## config.mk

```make
export PLATFORM = sky130hd
export DESIGN_NAME = imem_port_arbiter_flat
export DESIGN_NICKNAME = d
export VERILOG_FILES = /design/src/rtl/imem_port_arbiter_if.sv /design/src/rtl/imem_port_arbiter.sv /design/src/flat_wrapper.sv
export SDC_FILE = /design/constraint.sdc
export NUM_CORES = 1
export LEC_CHECK = 0
export BUFFER_PORTS_ARGS = -buffer_cell sky130_fd_sc_hd__buf_2
export CAP_MARGIN = 20
export CORE_MARGIN = 4
export CORE_UTILIZATION = 33
export CTS_CLUSTER_SIZE = 8
export DETAILED_ROUTE_END_ITERATION = 16
export GPL_TIMING_DRIVEN = 0
export PLACE_DENSITY = 0.95
export SLEW_MARGIN = 20
export SYNTH_ARGS = -nofsm -noshare
export SYNTH_HDL_FRONTEND = slang
export SYNTH_SLANG_ARGS = --single-unit
export TNS_END_PERCENT = 20
```

## constraint.sdc

```tcl
create_clock -name clk -period 5.5 [get_ports clk]
set_input_delay 1.1 -clock clk [delete_from_list [all_inputs] [get_ports clk]]
set_output_delay 1.1 -clock clk [all_outputs]
set_load 0.01 [all_outputs]
```

## src/rtl/imem_port_arbiter_if.sv

```systemverilog
// ----------------------------------------------------------------------------
// imem_port_arbiter_if
//  Bundles the instruction-ROM sharing signals between the fetch unit (IF),
//  the load unit (LS), the ROM and the arbiter.
//  Signals:
//   if_req/if_addr/if_gnt       fetch request, byte address, grant
//   if_rvalid/if_rdata          fetch response pulse and data
//   ls_req/ls_addr/ls_gnt       load request, byte address, grant
//   ls_rvalid/ls_rdata/ls_err   load response pulse, data, misaligned flag
//   rom_addr/rom_data           ROM read address and registered ROM data
//  Modports:
//   slave  - the arbiter side
//   master - the requester/ROM environment side
// ----------------------------------------------------------------------------
interface imem_port_arbiter_if #(
    parameter int ADDR_W = 14,
    parameter int DATA_W = 32
);
    logic              if_req;
    logic [ADDR_W-1:0] if_addr;
    logic              if_gnt;
    logic              if_rvalid;
    logic [DATA_W-1:0] if_rdata;

    logic              ls_req;
    logic [ADDR_W-1:0] ls_addr;
    logic              ls_gnt;
    logic              ls_rvalid;
    logic [DATA_W-1:0] ls_rdata;
    logic              ls_err;

    logic [ADDR_W-1:0] rom_addr;
    logic [DATA_W-1:0] rom_data;

    modport slave (
        input  if_req, if_addr, ls_req, ls_addr, rom_data,
        output if_gnt, if_rvalid, if_rdata,
        output ls_gnt, ls_rvalid, ls_rdata, ls_err,
        output rom_addr
    );

    modport master (
        output if_req, if_addr, ls_req, ls_addr, rom_data,
        input  if_gnt, if_rvalid, if_rdata,
        input  ls_gnt, ls_rvalid, ls_rdata, ls_err,
        input  rom_addr
    );
endinterface : imem_port_arbiter_if

```

## src/rtl/imem_port_arbiter.sv

```systemverilog
// ----------------------------------------------------------------------------
// imem_port_arbiter
//  Shares the single read port of the instruction ROM between the fetch unit
//  (IF) and the load unit (LS). One request is granted per cycle; the ROM's
//  registered data comes back the following cycle and is steered to the owner
//  with a one-cycle rvalid pulse. A wait counter forces an LS grant after
//  MAX_WAIT consecutive losing cycles so LS is never starved.
//
//  Ports:
//   clk    system clock, rising edge
//   rst_n  asynchronous active-low reset
//   bus    imem_port_arbiter_if.slave (IF/LS handshakes, responses, ROM port)
//
//  Parameters:
//   ADDR_W    byte address width (ROM word index = addr[ADDR_W-1:2])
//   DATA_W    data word width
//   MAX_WAIT  LS wait limit before a forced grant, 1..15
//
//  Configuration macro:
//   IMEM_ARB_RR_EN  defined   -> round-robin between IF and LS
//                   undefined -> fixed priority, IF over LS
// ----------------------------------------------------------------------------
module imem_port_arbiter #(
    parameter int ADDR_W   = 14,
    parameter int DATA_W   = 32,
    parameter int MAX_WAIT = 4
) (
    input logic                clk,
    input logic                rst_n,
    imem_port_arbiter_if.slave bus
);

    typedef enum logic [1:0] {
        OWN_NONE = 2'd0,
        OWN_IF   = 2'd1,
        OWN_LS   = 2'd2
    } owner_e;

    localparam logic [3:0]        MAX_WAIT_C = 4'(MAX_WAIT);
    localparam logic [DATA_W-1:0] ZERO_DATA  = {DATA_W{1'b0}};

    owner_e      owner_q, owner_d;
    logic        err_q, err_d;
    logic [3:0]  wait_cnt_q, wait_cnt_d;

    logic              force_ls_s;
    logic              ls_win_s;
    logic              if_gnt_s;
    logic              ls_gnt_s;
    logic [ADDR_W-1:0] rom_addr_s;
    logic              if_rvalid_s;
    logic [DATA_W-1:0] if_rdata_s;
    logic              ls_rvalid_s;
    logic [DATA_W-1:0] ls_rdata_s;
    logic              ls_err_s;

`ifdef IMEM_ARB_RR_EN
    // 1 = LS held the port last, so IF wins the next conflict.
    logic rr_ls_last_q, rr_ls_last_d;
`endif

    // State registers: owner tag, misaligned flag, LS wait counter, RR pointer.
    always_ff @(posedge clk or negedge rst_n) begin
        if (!rst_n) begin
            owner_q      <= OWN_NONE;
            err_q        <= 1'b0;
            wait_cnt_q   <= 4'd0;
`ifdef IMEM_ARB_RR_EN
            // Reset value makes IF win the first conflict.
            rr_ls_last_q <= 1'b1;
`endif
        end else begin
            owner_q      <= owner_d;
            err_q        <= err_d;
            wait_cnt_q   <= wait_cnt_d;
`ifdef IMEM_ARB_RR_EN
            rr_ls_last_q <= rr_ls_last_d;
`endif
        end
    end

    // Arbitration and next-state logic for the owner tag, wait counter, pointer.
    always_comb begin
        force_ls_s = bus.ls_req && (wait_cnt_q == MAX_WAIT_C);
`ifdef IMEM_ARB_RR_EN
        ls_win_s   = force_ls_s || !bus.if_req || !rr_ls_last_q;
`else
        ls_win_s   = force_ls_s || !bus.if_req;
`endif
        // Grants are held low while reset is asserted.
        ls_gnt_s   = rst_n && bus.ls_req && ls_win_s;
        if_gnt_s   = rst_n && bus.if_req && !ls_win_s;

        if (ls_gnt_s) begin
            owner_d = OWN_LS;
        end else if (if_gnt_s) begin
            owner_d = OWN_IF;
        end else begin
            owner_d = OWN_NONE;
        end

        // The ROM read still happens for a misaligned load; only the response is flagged.
        err_d = ls_gnt_s && (bus.ls_addr[1:0] != 2'b00);

        if (bus.ls_req && !ls_gnt_s) begin
            // Saturate defensively; a forced grant normally clears it first.
            if (wait_cnt_q == 4'hF) begin
                wait_cnt_d = wait_cnt_q;
            end else begin
                wait_cnt_d = wait_cnt_q + 4'd1;
            end
        end else begin
            wait_cnt_d = 4'd0;
        end

`ifdef IMEM_ARB_RR_EN
        if (ls_gnt_s) begin
            rr_ls_last_d = 1'b1;
        end else if (if_gnt_s) begin
            rr_ls_last_d = 1'b0;
        end else begin
            rr_ls_last_d = rr_ls_last_q;
        end
`endif
    end

    // Output decode: ROM address mux and response steering by the owner tag.
    always_comb begin
        rom_addr_s  = ls_gnt_s ? bus.ls_addr : bus.if_addr;
        if_rvalid_s = 1'b0;
        if_rdata_s  = ZERO_DATA;
        ls_rvalid_s = 1'b0;
        ls_rdata_s  = ZERO_DATA;
        ls_err_s    = 1'b0;
        case (owner_q)
            OWN_IF: begin
                if_rvalid_s = 1'b1;
                if_rdata_s  = bus.rom_data;
            end
            OWN_LS: begin
                ls_rvalid_s = 1'b1;
                ls_err_s    = err_q;
                ls_rdata_s  = err_q ? ZERO_DATA : bus.rom_data;
            end
            default: begin
                if_rvalid_s = 1'b0;
                ls_rvalid_s = 1'b0;
            end
        endcase
    end

    assign bus.if_gnt    = if_gnt_s;
    assign bus.ls_gnt    = ls_gnt_s;
    assign bus.rom_addr  = rom_addr_s;
    assign bus.if_rvalid = if_rvalid_s;
    assign bus.if_rdata  = if_rdata_s;
    assign bus.ls_rvalid = ls_rvalid_s;
    assign bus.ls_rdata  = ls_rdata_s;
    assign bus.ls_err    = ls_err_s;

endmodule : imem_port_arbiter

```

## src/flat_wrapper.sv

```systemverilog
// flat-port wrapper written by rule: the top's interface ports become plain ports
module imem_port_arbiter_flat 
#(
    parameter int ADDR_W   = 14,
    parameter int DATA_W   = 32,
    parameter int MAX_WAIT = 4
)
  (clk, rst_n, bus_if_req, bus_if_addr, bus_ls_req, bus_ls_addr, bus_rom_data, bus_if_gnt, bus_if_rvalid, bus_if_rdata, bus_ls_gnt, bus_ls_rvalid, bus_ls_rdata, bus_ls_err, bus_rom_addr);
  imem_port_arbiter_if #(.ADDR_W(ADDR_W), .DATA_W(DATA_W)) bus_i ();
  input logic clk;
  input logic rst_n;
  input wire logic [$bits(bus_i.if_req)-1:0] bus_if_req;
  input wire logic [$bits(bus_i.if_addr)-1:0] bus_if_addr;
  input wire logic [$bits(bus_i.ls_req)-1:0] bus_ls_req;
  input wire logic [$bits(bus_i.ls_addr)-1:0] bus_ls_addr;
  input wire logic [$bits(bus_i.rom_data)-1:0] bus_rom_data;
  output wire logic [$bits(bus_i.if_gnt)-1:0] bus_if_gnt;
  output wire logic [$bits(bus_i.if_rvalid)-1:0] bus_if_rvalid;
  output wire logic [$bits(bus_i.if_rdata)-1:0] bus_if_rdata;
  output wire logic [$bits(bus_i.ls_gnt)-1:0] bus_ls_gnt;
  output wire logic [$bits(bus_i.ls_rvalid)-1:0] bus_ls_rvalid;
  output wire logic [$bits(bus_i.ls_rdata)-1:0] bus_ls_rdata;
  output wire logic [$bits(bus_i.ls_err)-1:0] bus_ls_err;
  output wire logic [$bits(bus_i.rom_addr)-1:0] bus_rom_addr;
  assign bus_i.if_req = bus_if_req;
  assign bus_i.if_addr = bus_if_addr;
  assign bus_i.ls_req = bus_ls_req;
  assign bus_i.ls_addr = bus_ls_addr;
  assign bus_i.rom_data = bus_rom_data;
  assign bus_if_gnt = bus_i.if_gnt;
  assign bus_if_rvalid = bus_i.if_rvalid;
  assign bus_if_rdata = bus_i.if_rdata;
  assign bus_ls_gnt = bus_i.ls_gnt;
  assign bus_ls_rvalid = bus_i.ls_rvalid;
  assign bus_ls_rdata = bus_i.ls_rdata;
  assign bus_ls_err = bus_i.ls_err;
  assign bus_rom_addr = bus_i.rom_addr;
  imem_port_arbiter #(.ADDR_W(ADDR_W), .DATA_W(DATA_W), .MAX_WAIT(MAX_WAIT)) u_core (.clk(clk), .rst_n(rst_n), .bus(bus_i));
endmodule
```

; ---- Word level (Yosys, flattened, before mapping)
; Index checks and enable logic that the tools add are counted.
[op_classes]
n_addsub = 1
n_mul = 0
div = 0
n_lt_le_gt_ge = 0
n_eq_ne = 5
n_shift = 0
muxes = 11
n_bitwise = 0
n_reduce_logical = 12
[ops]
columns = operator, n
row1 = $mux W32, 3
row2 = $mux W14, 1
row3 = $mux W4, 2
row4 = $logic_and A1 B1 Y1, 7
row5 = $add A4 B1 Y4 const B, 1
row6 = $eq A4 B3 Y1 const B, 1
row7 = $eq A4 B4 Y1 const B, 1
row8 = $mux W1, 4
row9 = $logic_not A1 Y1, 3
row10 = $eq A2 B1 Y1 const B, 1
row11 = $eq A2 B2 Y1 const B, 1
row12 = $mux W2, 1
row13 = $ne A2 B2 Y1 const B, 1
row14 = $reduce_bool A2 Y1, 1
row15 = $logic_or A1 B1 Y1, 1
[word_totals]
ff_bits = 7
latch_bits = 0
ramBits = 0
rom_bits = 0
inputBits = 64
out_inout_bits = 83
wordCells = 32
mem_count = 0

; ---- Logic depth before layout (Yosys ltp)
; Gate-level depths: netlist (run 1).
[depth]
depth_word = 7
depth_mapped = 6

; ---- Least setup slack after synthesis (run 1)
; Ideal clock, no wire load.
[synth_timing]
path_kind = input -> output
startpoint = in rst_n
endpoint = out bus_rom_addr[10]
arrival_ns = 1.886
t_required_ns = 4.400
path_slack_ns = 2.514
cell_stages = 4
n_path_buf = 1
cell_sequence = nand2_1 a21oi_4 buf_12 mux2_4
[synth_between]
elab_chain_cells = 3
[synth_rtl]
columns = item, line_no
row1 = start: declaration, flat_wrapper.sv:11  ; input logic rst_n;
row2 = $logic_and A1 B1 Y1 (2 in a row), imem_port_arbiter.sv:91  ; ls_gnt_s = rst_n && bus.ls_req && ls_win_s;
row3 = via bus_ls_gnt, flat_wrapper.sv:20  ; output wire logic [$bits(bus_i.ls_gnt)-1:0] bus_ls_gnt;
row4 = $mux W14, imem_port_arbiter.sv:129  ; rom_addr_s = ls_gnt_s ? bus.ls_addr : bus.if_addr;
row5 = end: declaration, flat_wrapper.sv:24  ; output wire logic [$bits(bus_i.rom_addr)-1:0] bus_rom_addr;
; The timed path passes the listed nets, and every way through them passes these cells.

; ---- Final worst setup path (run 1)
[layout_timing]
startpoint = in rst_n
endpoint = out bus_rom_addr[12]
[layout_between]
elab_chain_cells = 3
[layout_rtl]
columns = item, line_no
row1 = $logic_and A1 B1 Y1 (2 in a row), imem_port_arbiter.sv:91
row2 = $mux W14, imem_port_arbiter.sv:129
; No other way between the ends.

==> results of run 1 <==
==> per-layer routing <==
metal	vias to the layer above	global-route usage [%]	wire, um	part of all wire, %
met5	-	0	0	0
met4	0	7.008	48	1.2
met3	6	5.684	477	12
met2	102	36.64	1999	52
met1	586	17.36	1321	34
li1	688	-	-	-
==> worst max path at each step <==
stage | from | to | slack [ns]
floorplan | rst_n | bus_rom_addr[10] | 2.51
global placement | rst_n | bus_rom_addr[7] | 2.09
detailed placement | rst_n | bus_rom_addr[12] | 2.05
CTS | rst_n | bus_rom_addr[12] | 2.04
global route | rst_n | bus_rom_addr[10] | 2.00
finish | rst_n | bus_rom_addr[12] | 2.07
==> cell usage after synthesis <==
cell type	number
a2111oi_0	1
a21boi_0	1
a21oi_4	1
and2_1	65
and2b_1	1
buf_12	1
clkbuf_1	6
dfrtp_1	7
ha_1	2
inv_1	4
mux2_2	6
mux2_4	8
mux2i_1	1
nand2_1	1
nand3_1	2
nand3b_1	1
nand3b_4	1
nor2b_1	2
nor3_1	4
o211a_1	2
o21a_1	1
o21ai_0	1
xnor2_1	1
==> logic make-up (layout without fill, tap and decap cells) <==
logic type / count (synthesis) / after routing / share of synthesized area (%)
compound gates: 7 / 7 / 6.397
xor+xnor: 1 / 1 / 0.8612
fa+ha+maj: 2 / 2 / 2.460
buf+inv: 11 / 161 / 5.658
flops: 7 / 7 / 17.22
mux: 15 / 15 / 19.43
simple gates: 77 / 77 / 47.97
==> power by group <==
group / internal, uW / switching (uW)
combinational: 54.1 / 47.6
clock: 27.8 / 20.2
sequential: 53.9 / 2.20
total: 136 / 70.0
==> worst min-delay path: stages, from the launching register on <==
cell,delay [ns]
dfrtp_1,0.40
inv_1,0.07
a2111oi_0,0.08
==> metrics by stage <==
stage	instances	hold slack [ns]
6_report	301	0.5995
5_1_grt	301	0.6579
4_1_cts	301	0.5985
3_5_place_dp	297	0.5905
3_3_place_gp	297	0.5868
2_1_floorplan	120	0.5633
==> state kept, by name, indices dropped and copies added, names as in the netlist <==
name	cells
u_core.wait_cnt_q	4
u_core.owner_q	2
u_core.err_q	1
==> layout make-up <==
| type | instances | area (um^2) | area share (%) |
|---|---|---|---|
| Clock buffer | 4 | 26.28 | 1.449 |
| Buffer | 7 | 42.54 | 2.346 |
| Timing Repair Buffer | 146 | 730.7 | 40.30 |
| Multi-Input combinational cell | 102 | 784.5 | 43.27 |
| Inverter | 4 | 15.01 | 0.8282 |
| Sequential cell | 7 | 175.2 | 9.662 |
| Tap cell | 31 | 38.79 | 2.139 |
==> placed cells by master (no fill, tap or decap), types with 2 or more instances in the layout <==
cell / netlist / final
ha_1: 2 / 2
mux2_4: 8 / 8
dfrtp_1: 7 / 7
nor2b_1: 2 / 2
clkbuf_4: 0 / 3
buf_2: 0 / 146
o211a_1: 2 / 2
and2_1: 65 / 65
clkbuf_1: 6 / 7
mux2_2: 6 / 6
inv_1: 4 / 4
nor3_1: 4 / 4
nand3_1: 2 / 2
==> qor.csv, run 1 <==
metric;value;unit
status;finished clean;
setup_viol;0;
vdd_drop_max;0.08523;mV
post_dp_cell_area;1787;um^2
drtIter0Drc;40;
drt_wl_total;3.847;mm
gp_congestion;0.7463;
nFillCells;277;
yosys.area.top_type_share;39.98;%
power.density;113.5;nW/um^2
fin_crit_sh;62.42;%
layout-drive-gt1-share;61.48;%
vias_per_cell;4.591;
clk_pin_slew_worst_paths;0.05;ns
die_width;63.52;um
tritoncts;built;
slew_viol_final;0;
grt_overflow;0;
drc_errors;0;
synthesis.area;1017;um^2
port_buffers;146;
grt_max_degree;12;
power;205.8;uW
slowest_delay;0.30;ns
num_vias;1382;
cp.buffers_inverters;3;
cp.required;4.40;ns
cts_buffers;3;
crit_family;buffers and inverters;
rsz0062_at_grt;no;
hold_depth;2;
slew-limit-headroom;70.62;%
cts_buffer_depth;2;
finalHoldViolCount;0;
syn_to_final_growth;78.23;%
cp_slowest_cell;mux2_4;
arrival;2.33;ns
cts_resized;0;
setup_ws;2.067;ns
setup_tns;0;ns
preCtsSetupSlack;2.046;ns
rr_worst_depth;6;
yosys.area.top_type;and2_1;
hold_class;flip-flop to flip-flop;
insertion_delay;0.26;ns
cp-start-kind;input port;
cts_root_buf;clkbuf_4;
regToRegEndpoint;u_core.err_q$_DFF_PN0_;
ys_ff_latch;7;
synth_fp_nets;186;
insertedDiodeCount;0;
antenna_found_initial;0;
synthCells;120;
cts_setup_buffers;0;
path_depth;6;
rrSetupSlack;4.01;ns
clock_sinks;7;
grt_pass1_vias;1378;
synth_warnings;0;
dr.pass1.iters;4;
num-nets-final;337;
grt_pass1_wl;6.065;mm
holdCritStartpoint;u_core.wait_cnt_q[3]$_DFFE_PN0P_;
syn_avg_cell_area;8.477;um^2
leakagePower;0.001163;uW
fin_area;1813;um^2
worstMarginPinSlew;0.4368;ns
antenna_left;0;
cts_hold_buf;0;
ys_types;23;
start_util;35.66;%
path_cells;buf_2 > nand2_1 > a21oi_4 > buf_12 > mux2_4 > buf_2;
max_clock_freq;291.3;MHz
netlist_top_cells_area;and2_1 40%, dfrtp_1 17%, mux2_4 12%;
hpwl;3.426;mm
drv_cap;0;
worstSetupPathType;input port to primary output;
holdPathEnd;u_core.wait_cnt_q[3]$_DFFE_PN0P_;
seq_area_frac_synth;17.22;%
dieArea;4035;um^2
regToRegStartpoint;u_core.wait_cnt_q[0]$_DFFE_PN0P_;
post_drt_wl_per_cell;12.78;um
die_height;63.52;um
num_rows;19;
grt_use_total;18.51;%
cp_common_cell;buf_2;
period_needed;3.433;ns
h-tree-depth;1;
utilization;63.55;%
core;2853;um^2
finalClockSkew;0.003599;ns
worst-path-max-fanout;11;
ios;147;
cp-end-kind;primary output;
Power figures use the tool's default switching activity.
==> run 2, diff against run 1 <==
- CORE_UTILIZATION: 33 -> 30
- PLACE_DENSITY: 0.95 -> 0.9
- clock period: 5.5 -> 3.2 ns (I/O delays scaled with it)
==> qor.csv, run 2 (synthesized netlist as in run 1, its figures left out) <==
metric;value;unit
syn_to_final_growth;79.83;%
cts_root_buf;clkbuf_4;
clkPwrFrac;22.0;%
worstMarginPinSlew;0.4043;ns
drc_errors;0;
start_util;32.26;%
hpwl;3.206;mm
maxUsedRoutingLayer;met4;
cts_setup_buffers;0;
die_height;66.23;um
hold_class;input port to asynchronous set/reset pin;
drt_wl_total;3.551;mm
path_cells;inv_1 > ha_1 > nand3b_4 > a21oi_4 > buf_12 > mux2_4 > buf_2;
dr_wl_met2;1.730;mm
vias_per_cell;4.271;
drv_cap;0;
insertedDiodeCount;0;
slew_viol_final;0;
rr_worst_depth;6;
regToRegStartpoint;u_core.wait_cnt_q[0]$_DFFE_PN0P_;
finalClockSkew;0.006183;ns
post_drt_wl_per_cell;11.31;um
cp.buffers_inverters;3;
drtIter0Drc;27;
grt_use_total;15.01;%
slew-limit-headroom;72.81;%
cp_slowest_cell;dfrtp_1;
nFillCells;300;
grt_overflow;0;
grt_max_degree;12;
ios;147;
p_seq_share;27.8;%
fin_crit_sh;81.06;%
period_needed;2.594;ns
layout_common_cells;146 x buf_2, 65 x and2_1, 8 x mux2_4;
power;345.4;uW
port_buffers;146;
num_rows;20;
slowest_delay;0.41;ns
grt_pass1_vias;1344;
setup_tns;0;ns
top_regs;u_core.wait_cnt_q: 4 flops, u_core.owner_q: 2 flops, u_core.err_q: 1 flops;
setup_ws;0.6061;ns
arrival;1.95;ns
switching_power;112.4;uW
grt_pass1_wl;5.451;mm
clock_sinks;7;
num-nets-final;337;
worst-path-max-fanout;11;
max_clock_freq;385.5;MHz
antenna_left;0;
wl_met3;489;um
dp_cells;310;
insertion_delay;0.24;ns
cts_resized;0;
switching_share;32.53;%
clk_pin_slew_worst_paths;0.05;ns
met1_length;1.314;mm
stdcell_count;314;
cp-end-kind;primary output;
antenna_found_initial;0;
rsz0062_at_grt;no;
regToRegEndpoint;u_core.err_q$_DFF_PN0_;
cts_buffers;3;
crit_family;flip-flops;
vdd_drop_max;0.1416;mV
core;3153;um^2
layout-drive-gt1-share;61.48;%
setup_viol;0;
p_comb_share;50.1;%
leakagePower;0.001163;uW
final_common_cell;buf_2;
num_vias;1341;
largest_register_ffs;4;
cp-start-kind;flip-flop;
dieArea;4386;um^2
tritoncts;built;
dr.pass1.iters;3;
gp_congestion;0.7259;
status;finished clean;
worstSetupPathType;flip-flop to primary output;
cp.required;2.56;ns
intPower;233.0;uW
power.density;188.8;nW/um^2
cts_hold_buf;0;
die_width;66.23;um
h-tree-depth;1;
preCtsSetupSlack;0.6888;ns
cts_buffer_depth;2;
finalHoldViolCount;0;
rrSetupSlack;1.73;ns
regMostFlops;u_core.wait_cnt_q;
==> run 2: cell type report <==
type	instances	area, um^2	share of cell area, %
timing repair buffer	146	730.7	39.95
clock buffer	4	26.28	1.436
sequential	7	175.2	9.576
buffer	7	42.54	2.326
tap	44	55.05	3.010
inverter	4	15.01	0.8208
multi-input combinational	102	784.5	42.89
==> run 2: worst max path at each step <==
stage,from,to,slack (ns),cells after the start
after floorplan,u_core.wait_cnt_q[0]$_DFFE_PN0P_,bus_rom_addr[10],1.06,6
after global placement,rst_n,bus_rom_addr[11],0.70,6
after detailed placement,rst_n,bus_rom_addr[9],0.69,6
after CTS,u_core.wait_cnt_q[0]$_DFFE_PN0P_,bus_rom_addr[9],0.57,7
after global routing,u_core.wait_cnt_q[0]$_DFFE_PN0P_,bus_rom_addr[11],0.47,7
final,u_core.wait_cnt_q[0]$_DFFE_PN0P_,bus_rom_addr[8],0.61,7
==> run 2: power groups by stage <==
stage / clock [uW] / sequential (uW) / combinational, uW
3_3_place_gp: 0 / 97.3 / 173
3_5_place_dp: 0 / 97.6 / 176
2_1_floorplan: 0 / 96.8 / 86.1
4_1_cts: 79.5 / 96.1 / 177
5_1_grt: 88.8 / 96.5 / 193
6_report: 76.1 / 96.0 / 173
==> run 2: metal layers <==
metal | vias to the layer above | track usage, %
li1 | 686 | -
met5 | - | 0
met2 | 96 | 28.13
met1 | 557 | 17.07
met3 | 2 | 2.891
met4 | 0 | 3.807
==> run 2: worst register-to-register path: stages, from the launching register on <==
cell and delay [ns]:
dfrtp_1 0.41, inv_1 0.08, ha_1 0.19, nand3b_4 0.12, a21oi_4 0.29, buf_12 0.18
o21a_1 0.13
==> run 2: stage by stage <==
stage | hold WS [ns] | util, % | instance area [um^2]
6_report | 0.2366 | 58.02 | 1829
5_1_grt | 0.2337 | 58.02 | 1829
4_1_cts | 0.2345 | 58.02 | 1829
3_5_place_dp | 0.4982 | 57.18 | 1803
3_3_place_gp | 0.4955 | 57.18 | 1803
2_1_floorplan | 0.3444 | - | 1017
==> run 3, diff against run 2 <==
- clock period: 3.2 -> 2.5 ns (I/O delays scaled with it)
==> qor.csv, run 3 (synthesized netlist as in run 1, its figures left out) <==
metric;value;unit
regToRegStartpoint;u_core.wait_cnt_q[1]$_DFFE_PN0P_;
slew-limit-headroom;72.91;%
grt_pass1_vias;1344;
fin_crit_sh;94.86;%
rr_worst_depth;5;
largest_register_ffs;4;
grt_use_total;15.01;%
cts_buffer_depth;2;
post_drt_wl_per_cell;11.30;um
hold_class;input port to asynchronous set/reset pin;
layout_common_cells;146 x buf_2, 65 x and2_1, 8 x mux2_4;
switching_power;144.6;uW
die_width;66.23;um
rrSetupSlack;1.11;ns
top_regs;u_core.wait_cnt_q: 4 flops, u_core.owner_q: 2 flops, u_core.err_q: 1 flops;
hpwl;3.206;mm
status;finished clean;
power.density;241.3;nW/um^2
cp.required;2.00;ns
gp_congestion;0.7259;
regMostFlops;u_core.wait_cnt_q;
switching_share;32.44;%
num_rows;20;
die_height;66.23;um
tritoncts;built;
cp-start-kind;flip-flop;
finalClockSkew;0.006317;ns
h-tree-depth;1;
drtIter0Drc;27;
grt_max_degree;12;
start_util;32.26;%
period_needed;2.372;ns
syn_to_final_growth;81.55;%
setup_tns;0;ns
antenna_left;0;
power;445.7;uW
preCtsSetupSlack;0.2688;ns
nFillCells;299;
cts_hold_buf;0;
dieArea;4386;um^2
worstMarginPinSlew;0.4028;ns
worst-path-max-fanout;5;
drv_cap;0;
max_clock_freq;421.7;MHz
grt_pass1_wl;5.451;mm
port_buffers;146;
clkPwrFrac;21.9;%
final_common_cell;buf_2;
clk_pin_slew_worst_paths;0.05;ns
dr.pass1.iters;3;
drt_wl_total;3.570;mm
p_comb_share;50.7;%
path_cells;inv_1 > ha_2 > nand3b_4 > a21oi_4 > buf_4 > mux2_2 > buf_2;
cts_root_buf;clkbuf_4;
arrival;1.87;ns
vdd_drop_max;0.1894;mV
rsz0062_at_grt;no;
ios;147;
worstSetupPathType;flip-flop to primary output;
intPower;301.1;uW
regToRegEndpoint;u_core.wait_cnt_q[3]$_DFFE_PN0P_;
setup_ws;0.1284;ns
finalHoldViolCount;0;
p_seq_share;27.5;%
leakagePower;0.001172;uW
vias_per_cell;4.247;
drc_errors;0;
cp-end-kind;primary output;
num_vias;1342;
grt_overflow;0;
slowest_delay;0.40;ns
setup_viol;0;
cts_buffers;3;
layout-drive-gt1-share;62.13;%
insertedDiodeCount;0;
slew_viol_final;0;
core;3153;um^2
clock_sinks;7;
antenna_found_initial;0;
insertion_delay;0.24;ns
num-nets-final;339;
cp_slowest_cell;dfrtp_1;
[run 3: cell count changes in the layout (fill, tap and decap cells not counted)]
| cell | change |
|---|---|
| buf_4 | +2 |
| ha_1 | -1 |
| ha_2 | +1 |
[run 3: stage by stage]
stage	instance area, um^2	util, %	std cells	hold slack [ns]
floorplan	1017	-	120	0.2044
global placement	1803	57.18	310	0.3555
detailed placement	1803	57.18	310	0.3582
CTS	1829	58.02	314	0.09445
global route	1847	58.57	316	0.09375
finish	1847	58.57	316	0.09596
[run 3: worst max-delay path by stage]
stage | endpoint | from
after floorplan | bus_rom_addr[10] | u_core.wait_cnt_q[0]$_DFFE_PN0P_
after global placement | bus_rom_addr[11] | rst_n
after detailed placement | bus_rom_addr[9] | rst_n
after CTS | bus_rom_addr[9] | u_core.wait_cnt_q[0]$_DFFE_PN0P_
after global routing | bus_rom_addr[13] | u_core.wait_cnt_q[1]$_DFFE_PN0P_
final | bus_rom_addr[2] | u_core.wait_cnt_q[1]$_DFFE_PN0P_
[run 3: critical path, delay by kind of cell, from the launching register on]
kind            cells  cell delay [ns]
buf+inv             3             0.38
compound gates      1             0.23
fa+ha+maj           1             0.19
simple gates        1             0.11
flops               1             0.40
mux                 1             0.32
[run 3: layout make-up]
type                       count  area (um^2)  share of cell area (%)
multi-input combinational    102        787.0                   42.62
clock buffer                   4        26.28                   1.423
tap                           44        55.05                   2.981
sequential                     7        175.2                   9.485
buffer                         7        42.54                   2.304
inverter                       4        15.01                  0.8130
timing repair buffer         148        745.7                   40.38
[run 3: metal layers]
layer | up-vias | GRT usage [%] | routed length, um
met5 | - | 0 | 0
met4 | 0 | 3.807 | 17
met3 | 2 | 2.891 | 491
met2 | 96 | 28.13 | 1727
met1 | 554 | 17.07 | 1334
li1 | 690 | - | -
[run 3: power by group through the flow]
| stage | Sequential (uW) | Combinational [uW] | Clock [uW] |
|---|---|---|---|
| after floorplan | 124 | 110 | 0 |
| after global placement | 125 | 221 | 0 |
| after detailed placement | 125 | 226 | 0 |
| after CTS | 123 | 226 | 102 |
| after global routing | 123 | 251 | 114 |
| final | 122 | 226 | 97.5 |
[run 3: repair_timing]
action	4_1_cts	5_1_grt
setup endpoints to repair	0	8
buffers inserted	0	2
gates resized for setup	0	1
